File: config.mk
export PLATFORM = sky130hd
export DESIGN_NAME = pipe_stage_skid_reg
export DESIGN_NICKNAME = d
export VERILOG_FILES = /design/src/rtl/pipe_stage_skid_reg.sv
export SDC_FILE = /design/constraint.sdc
export NUM_CORES = 1
export LEC_CHECK = 0
export BUFFER_PORTS_ARGS = -buffer_cell sky130_fd_sc_hd__buf_2
export CELL_PAD_IN_SITES_DETAIL_PLACEMENT = 1
export CELL_PAD_IN_SITES_GLOBAL_PLACEMENT = 2
export CORE_MARGIN = 2
export CORE_UTILIZATION = 39
export DETAILED_ROUTE_END_ITERATION = 10
export PLACE_DENSITY = 0.81
export RECOVER_POWER = 50
export SLEW_MARGIN = 20
export SYNTH_ARGS = -nofsm -noshare
export SYNTH_HDL_FRONTEND = slang
export SYNTH_SLANG_ARGS = --single-unit
export TNS_END_PERCENT = 1
File: constraint.sdc
create_clock -name clk -period 5.5 [get_ports clk]
set_input_delay 0.275 -clock clk [delete_from_list [all_inputs] [get_ports clk]]
set_output_delay 0.275 -clock clk [all_outputs]
set_load 0.005 [all_outputs]
File: src/rtl/pipe_stage_skid_reg.sv
`default_nettype none
// ============================================================================
//  Module   : pipe_stage_skid_reg
//  Purpose  : Parametrised inter-stage pipeline register with a valid/ready
//             handshake and a 2-entry skid buffer. It also provides a
//             synchronous flush and drives a NOP bubble value whenever the
//             stage is empty. in_ready is decoded from registers only, so
//             downstream back-pressure never forms a combinational path
//             through the stage.
//  Revision : 1.0  - initial release
// ----------------------------------------------------------------------------
//  Parameters
//    WIDTH        payload width in bits
//    NOP_VALUE    value on out_data whenever out_valid = 0
//    CNT_WIDTH    width of bubble_count (optional feature only)
//  Ports
//    clk          in   1          rising-edge clock
//    reset        in   1          asynchronous active-high reset
//    in_data      in   WIDTH      payload from upstream
//    in_valid     in   1          upstream beat present
//    in_ready     out  1          stage can accept a beat this cycle
//    out_data     out  WIDTH      payload downstream (NOP_VALUE when idle)
//    out_valid    out  1          stage holds a valid beat
//    out_ready    in   1          downstream accepts the beat this cycle
//    flush        in   1          synchronous kill of all held beats
//    bubble_count out  CNT_WIDTH  saturating bubble counter (optional)
//  Optional feature
//    `define PIPE_STAGE_BUBBLE_COUNT_EN adds the bubble_count port and its
//    counter. Without it the port and logic are absent.
// ============================================================================
module pipe_stage_skid_reg #(
  parameter int unsigned      WIDTH     = 16,
  parameter logic [WIDTH-1:0] NOP_VALUE = '0,
  parameter int unsigned      CNT_WIDTH = 16
) (
  input  logic             clk,
  input  logic             reset,
  input  logic [WIDTH-1:0] in_data,
  input  logic             in_valid,
  output logic             in_ready,
  output logic [WIDTH-1:0] out_data,
  output logic             out_valid,
  input  logic             out_ready,
  input  logic             flush
`ifdef PIPE_STAGE_BUBBLE_COUNT_EN
  ,
  output logic [CNT_WIDTH-1:0] bubble_count
`endif
);

  // State bit 0 is the main-entry valid and bit 1 is the skid-entry valid,
  // so the output decode reads the valids straight off the state register.
  localparam logic [1:0] c_ST_EMPTY = 2'b00;
  localparam logic [1:0] c_ST_FULL  = 2'b01;
  localparam logic [1:0] c_ST_SKID  = 2'b11;

  logic [1:0]       state_q, state_d;
  logic [WIDTH-1:0] main_q, main_d;
  logic [WIDTH-1:0] skid_q, skid_d;
  logic             w_accept;
  logic             w_drain;

  assign w_accept = in_valid & in_ready;
  assign w_drain  = out_valid & out_ready;

  // State and data registers
  always_ff @(posedge clk or posedge reset) begin
    if (reset) begin
      state_q <= c_ST_EMPTY;
      main_q  <= NOP_VALUE;
      skid_q  <= NOP_VALUE;
    end else begin
      state_q <= state_d;
      main_q  <= main_d;
      skid_q  <= skid_d;
    end
  end

  // Next-state and data-load decode
  always_comb begin
    state_d = state_q;
    main_d  = main_q;
    skid_d  = skid_q;
    if (flush) begin
      // A beat offered alongside flush is dropped even though in_ready=1;
      // a drain in the same cycle has already completed downstream.
      state_d = c_ST_EMPTY;
    end else begin
      case (state_q)
        c_ST_EMPTY: begin
          if (w_accept) begin
            state_d = c_ST_FULL;
            main_d  = in_data;
          end
        end
        c_ST_FULL: begin
          if (w_accept && w_drain) begin
            main_d = in_data;
          end else if (w_accept) begin
            // Downstream stalled: park the new beat behind the held one.
            state_d = c_ST_SKID;
            skid_d  = in_data;
          end else if (w_drain) begin
            state_d = c_ST_EMPTY;
          end
        end
        c_ST_SKID: begin
          if (w_drain) begin
            state_d = c_ST_FULL;
            main_d  = skid_q;
          end
        end
        default: begin
          state_d = c_ST_EMPTY;
        end
      endcase
    end
  end

  // Output decode, registers only
  always_comb begin
    in_ready  = (state_q != c_ST_SKID);
    out_valid = state_q[0];
    out_data  = state_q[0] ? main_q : NOP_VALUE;
  end

`ifdef PIPE_STAGE_BUBBLE_COUNT_EN
  logic [CNT_WIDTH-1:0] bubble_q;

  // Counts every idle edge, including flush-induced bubbles; sticks at max.
  always_ff @(posedge clk or posedge reset) begin
    if (reset) begin
      bubble_q <= '0;
    end else if (!out_valid && (bubble_q != '1)) begin
      bubble_q <= bubble_q + CNT_WIDTH'(1);
    end
  end

  assign bubble_count = bubble_q;
`endif

endmodule
`default_nettype wire

==> results_tabular.tex <==
\begin{tabular}{lr}
\hline
Metric & Value \\
\hline
\multicolumn{2}{l}{\textbf{Synth}} \\
Total of flip-flops plus latches after synthesis & 34 \\
Share of the yosys chip area belonging to registers & 46.8\% \\
Synthesis warning total & 0 \\
Post-synthesis area per instance & 13.8 µm² \\
Total nets after synthesis & 157 \\
Fraction of registers with async set/reset & between 90\% and 100\% \\
Dominant register cell in the synthesized netlist & sky130\_fd\_sc\_hd\_\_dfrtp\_1 \\
Number of synthesized flops with an enable pin & 0 \\
Number of standard cells after synthesis & 132 \\
Yosys cell types & 30 \\
Synthesized cell area & 1820 µm² \\
\multicolumn{2}{l}{\textbf{Global route}} \\
Largest net degree at the start of global routing & 35 \\
Antenna violations before repair & 0 \\
Overall track demand over capacity in global routing & 16.2\% \\
Global-route wire length before repair & 6.51 mm \\
Via count of the first global-routing pass & roughly 1,300 \\
Total gr overflow & 0 \\
\multicolumn{2}{l}{\textbf{Power and ir drop}} \\
Register share of total power & 44.0\% \\
Internal Pwr Total & just over 0.7 mW \\
Switch Pwr & around 0.32 mW \\
Gate power share & 37.9\% \\
Clock network fraction of design power & 18.1\% \\
Maximum vdd ir drop & about 210 µV \\
Design Power & 1.02 mW \\
PD cells & $\sim$480 nW/µm² \\
Fraction of power spent switching nets & 30.9\% \\
Static Leakage & slightly above 1 nW \\
\multicolumn{2}{l}{\textbf{Timing}} \\
Final clock skew & approximately 3.5 ps \\
Highest achievable clock rate & about 340 MHz \\
RSZ-0062 raised after global routing & false \\
Number of endpoints with negative hold slack in the final report & 0 \\
Period Utilization, post-route & between 50 and 60\% \\
Total Negative Setup Slacks & 0 ps \\
Final max-slew violation count & 35 \\
Final setup violation count & 0 \\
Tightest Pin Transition & 1830 ps \\
Worst slew margin relative to its limit & -21.7\% \\
Minimum clock period & about 2900 ps \\
\multicolumn{2}{l}{\textbf{Worst setup path}} \\
Worst reg2reg path depth & 5 \\
Data required time of the critical path & about 5700 ps \\
Worst flop-to-flop path endpoint & main\_q[15]\$\_DFFE\_PP0P\_ \\
Worst setup path category & flop to flop \\
Endpoint arrival time on the critical path & 3100 ps \\
Type of element capturing the critical path & flop \\
Kind of launch point of the worst setup path & flop \\
R2R Path Start & state\_q[0]\$\_DFFE\_PP0P\_ \\
Critical-path maximum fanout & 21 \\
Register-to-register setup slack & between 2000 and 3000 ps \\
\multicolumn{2}{l}{\textbf{Flow run}} \\
MaxCap Viol Count & 1 \\
\multicolumn{2}{l}{\textbf{Outcome}} \\
Violations in the final reports & max-capacitance violations, max-slew violations \\
Run status & finished with violations \\
\multicolumn{2}{l}{\textbf{Route}} \\
DRT Pass-1 Iters & 2 \\
Per-cell routed wire length & between 15 and 20 µm \\
Ratio of routed vias to standard cells & roughly 5 \\
First DRT Iteration DRCs & 47 \\
Total DRC errors in the routed layout & 0 \\
Via count of the routed design & around 1,200 \\
Number of routed nets with antenna violations & 0 \\
Total Routed Length & 3.68 mm \\
\multicolumn{2}{l}{\textbf{Place}} \\
Dpl cells & between 200 and 250 \\
Dpl hpwl & 2.59 mm \\
Port bufs & 38 \\
Final weighted congestion of routability-driven global placement & between 0.7 and 0.8 \\
\multicolumn{2}{l}{\textbf{CTS}} \\
Clock sinks & 34 \\
Post-cts gate resize count & 0 \\
Number of hold buffers added after cts & 0 \\
Post-CTS clock slew at the launch and capture registers of the worst setup and hold paths & approximately 70 ps \\
Post-CTS setup buffer count & 0 \\
Worst-case clock buffer depth & 2 \\
Number of H-tree levels & 2 \\
Source-to-sink clock delay at the later pin of the worst-skew pair & around 280 ps \\
CTS buffer count & 5 \\
Buffer cell driving the clock tree root & sky130\_fd\_sc\_hd\_\_clkbuf\_8 \\
CTS tree & yes \\
\multicolumn{2}{l}{\textbf{Finish}} \\
Fraction of final layout cells with drive strength greater than 1 & between 50\% and 60\% \\
Synth-to-layout area growth & 17.1\% \\
Net count, final & 198 \\
Non-filler instance count after layout & $\sim$230 \\
Number of diodes added for antenna fixing & 0 \\
\multicolumn{2}{l}{\textbf{Die}} \\
Number of placed I/O pins & 39 \\
Die height & just over 70 µm \\
Die outline width & around 72 µm \\
Total die area & 5220 µm² \\
Initial Util & roughly two fifths \\
Row count & 24 \\
Floorplan Core Area & 4410 µm² \\
\multicolumn{2}{l}{\textbf{Min path}} \\
Worst hold path startpoint & in\_data[15] \\
Hold Path Stages & 2 \\
Worst Hold Endpoint & skid\_q[15]\$\_DFFE\_PP0P\_ \\
Worst hold path class & input pin to flop \\
\hline
\end{tabular}
-- kinds of logic after synthesis --
family | synth area share, %
multiplexers | 32.3
flip-flops | 46.8
AND/OR/NAND/NOR | 10.5
AO/OA/AOI/OAI | 4.82
buffers and inverters | 2.75
adder cells (fa/ha/maj) | 2.75
-- worst max-delay path, cell delays in order (launching register included) --
cell and delay, ps:
sky130_fd_sc_hd__dfrtp_1 730, sky130_fd_sc_hd__ha_1 940, sky130_fd_sc_hd__nand2b_2 360, sky130_fd_sc_hd__a22oi_4 110, sky130_fd_sc_hd__nand3_4 310, sky130_fd_sc_hd__mux2_2 380
-- synthesized netlist by cell type (2+ instances only) --
| cell type | number | area, µm² |
|---|---|---|
| sky130_fd_sc_hd__mux2_2 | 38 | 428 |
| sky130_fd_sc_hd__dfrtp_1 | 34 | 851 |
| sky130_fd_sc_hd__and2_1 | 16 | 100 |
| sky130_fd_sc_hd__mux2_4 | 10 | 150 |
| sky130_fd_sc_hd__ha_1 | 4 | 50.1 |
| sky130_fd_sc_hd__inv_1 | 4 | 15.0 |
| sky130_fd_sc_hd__buf_4 | 2 | 15.0 |
| sky130_fd_sc_hd__nand2_1 | 2 | 7.51 |
-- worst max-delay path by stage --
stage,cells after the start,to,start
after detailed placement,5,main_q[15]$_DFFE_PP0P_,state_q[0]$_DFFE_PP0P_
after CTS,5,main_q[15]$_DFFE_PP0P_,state_q[0]$_DFFE_PP0P_
after global routing,5,main_q[15]$_DFFE_PP0P_,state_q[0]$_DFFE_PP0P_
after floorplan,6,main_q[0]$_DFFE_PP0P_,state_q[0]$_DFFE_PP0P_
after global placement,5,main_q[4]$_DFFE_PP0P_,state_q[0]$_DFFE_PP0P_
final,5,main_q[15]$_DFFE_PP0P_,state_q[0]$_DFFE_PP0P_
-- per-layer routing --
metal / GRT usage (%) / wire length (µm) / up-vias
met2: 26.3 / 1870 / 20
li1: - / - / 552
met1: 21.1 / 1640 / 573
met5: 0 / 0 / -
met4: 5.66 / 49 / 0
met3: 3.89 / 127 / 6
-- placed cells by master, fill, tap and decap left out, types with 2 or more instances in the layout --
cell	Yosys	routed
sky130_fd_sc_hd__mux2_4	10	10
sky130_fd_sc_hd__and2_1	16	10
sky130_fd_sc_hd__inv_1	4	4
sky130_fd_sc_hd__buf_2	1	35
sky130_fd_sc_hd__clkbuf_8	0	6
sky130_fd_sc_hd__nand2_1	2	2
sky130_fd_sc_hd__clkbuf_1	1	5
sky130_fd_sc_hd__and2_0	0	6
sky130_fd_sc_hd__ha_1	4	4
sky130_fd_sc_hd__mux2_2	38	38
sky130_fd_sc_hd__dfrtp_1	34	34
-- per-stage QoR --
stage                     cell area, µm²  worst slack [ps]  util (%)  hold WS, ps
after floorplan                     1820              3620         -          374
after global placement              2050              2640      46.3          388
after detailed placement            2050              2480      46.3          396
after CTS                           2140              2460      48.4         92.3
after global routing                2130              2290      48.2          230
final                               2130              2560      48.2          239
-- power by group through the flow --
stage / registers (mW) / logic [mW] / clock network [mW]
detailed placement: 0.454 / 0.398 / 0
global route: 0.472 / 0.425 / 0.206
global placement: 0.444 / 0.383 / 0
finish: 0.451 / 0.387 / 0.185
floorplan: 0.423 / 0.308 / 0
CTS: 0.451 / 0.400 / 0.192
-- state kept, by name (all words and copies together) (netlist names) --
signal	cells
state_q	2
skid_q	16
main_q	16
-- area by class of cell --
| type | count | area (µm²) |
|---|---|---|
| fill | 463 | 2280 |
| multi-input combinational | 89 | 917 |
| sequential | 34 | 851 |
| timing repair buffer | 39 | 190 |
| clock buffer | 7 | 86.3 |
| tap | 52 | 65.1 |
| inverter | 4 | 15.0 |
| clock inverter | 1 | 5.00 |
Power figures use the tool's default switching activity.
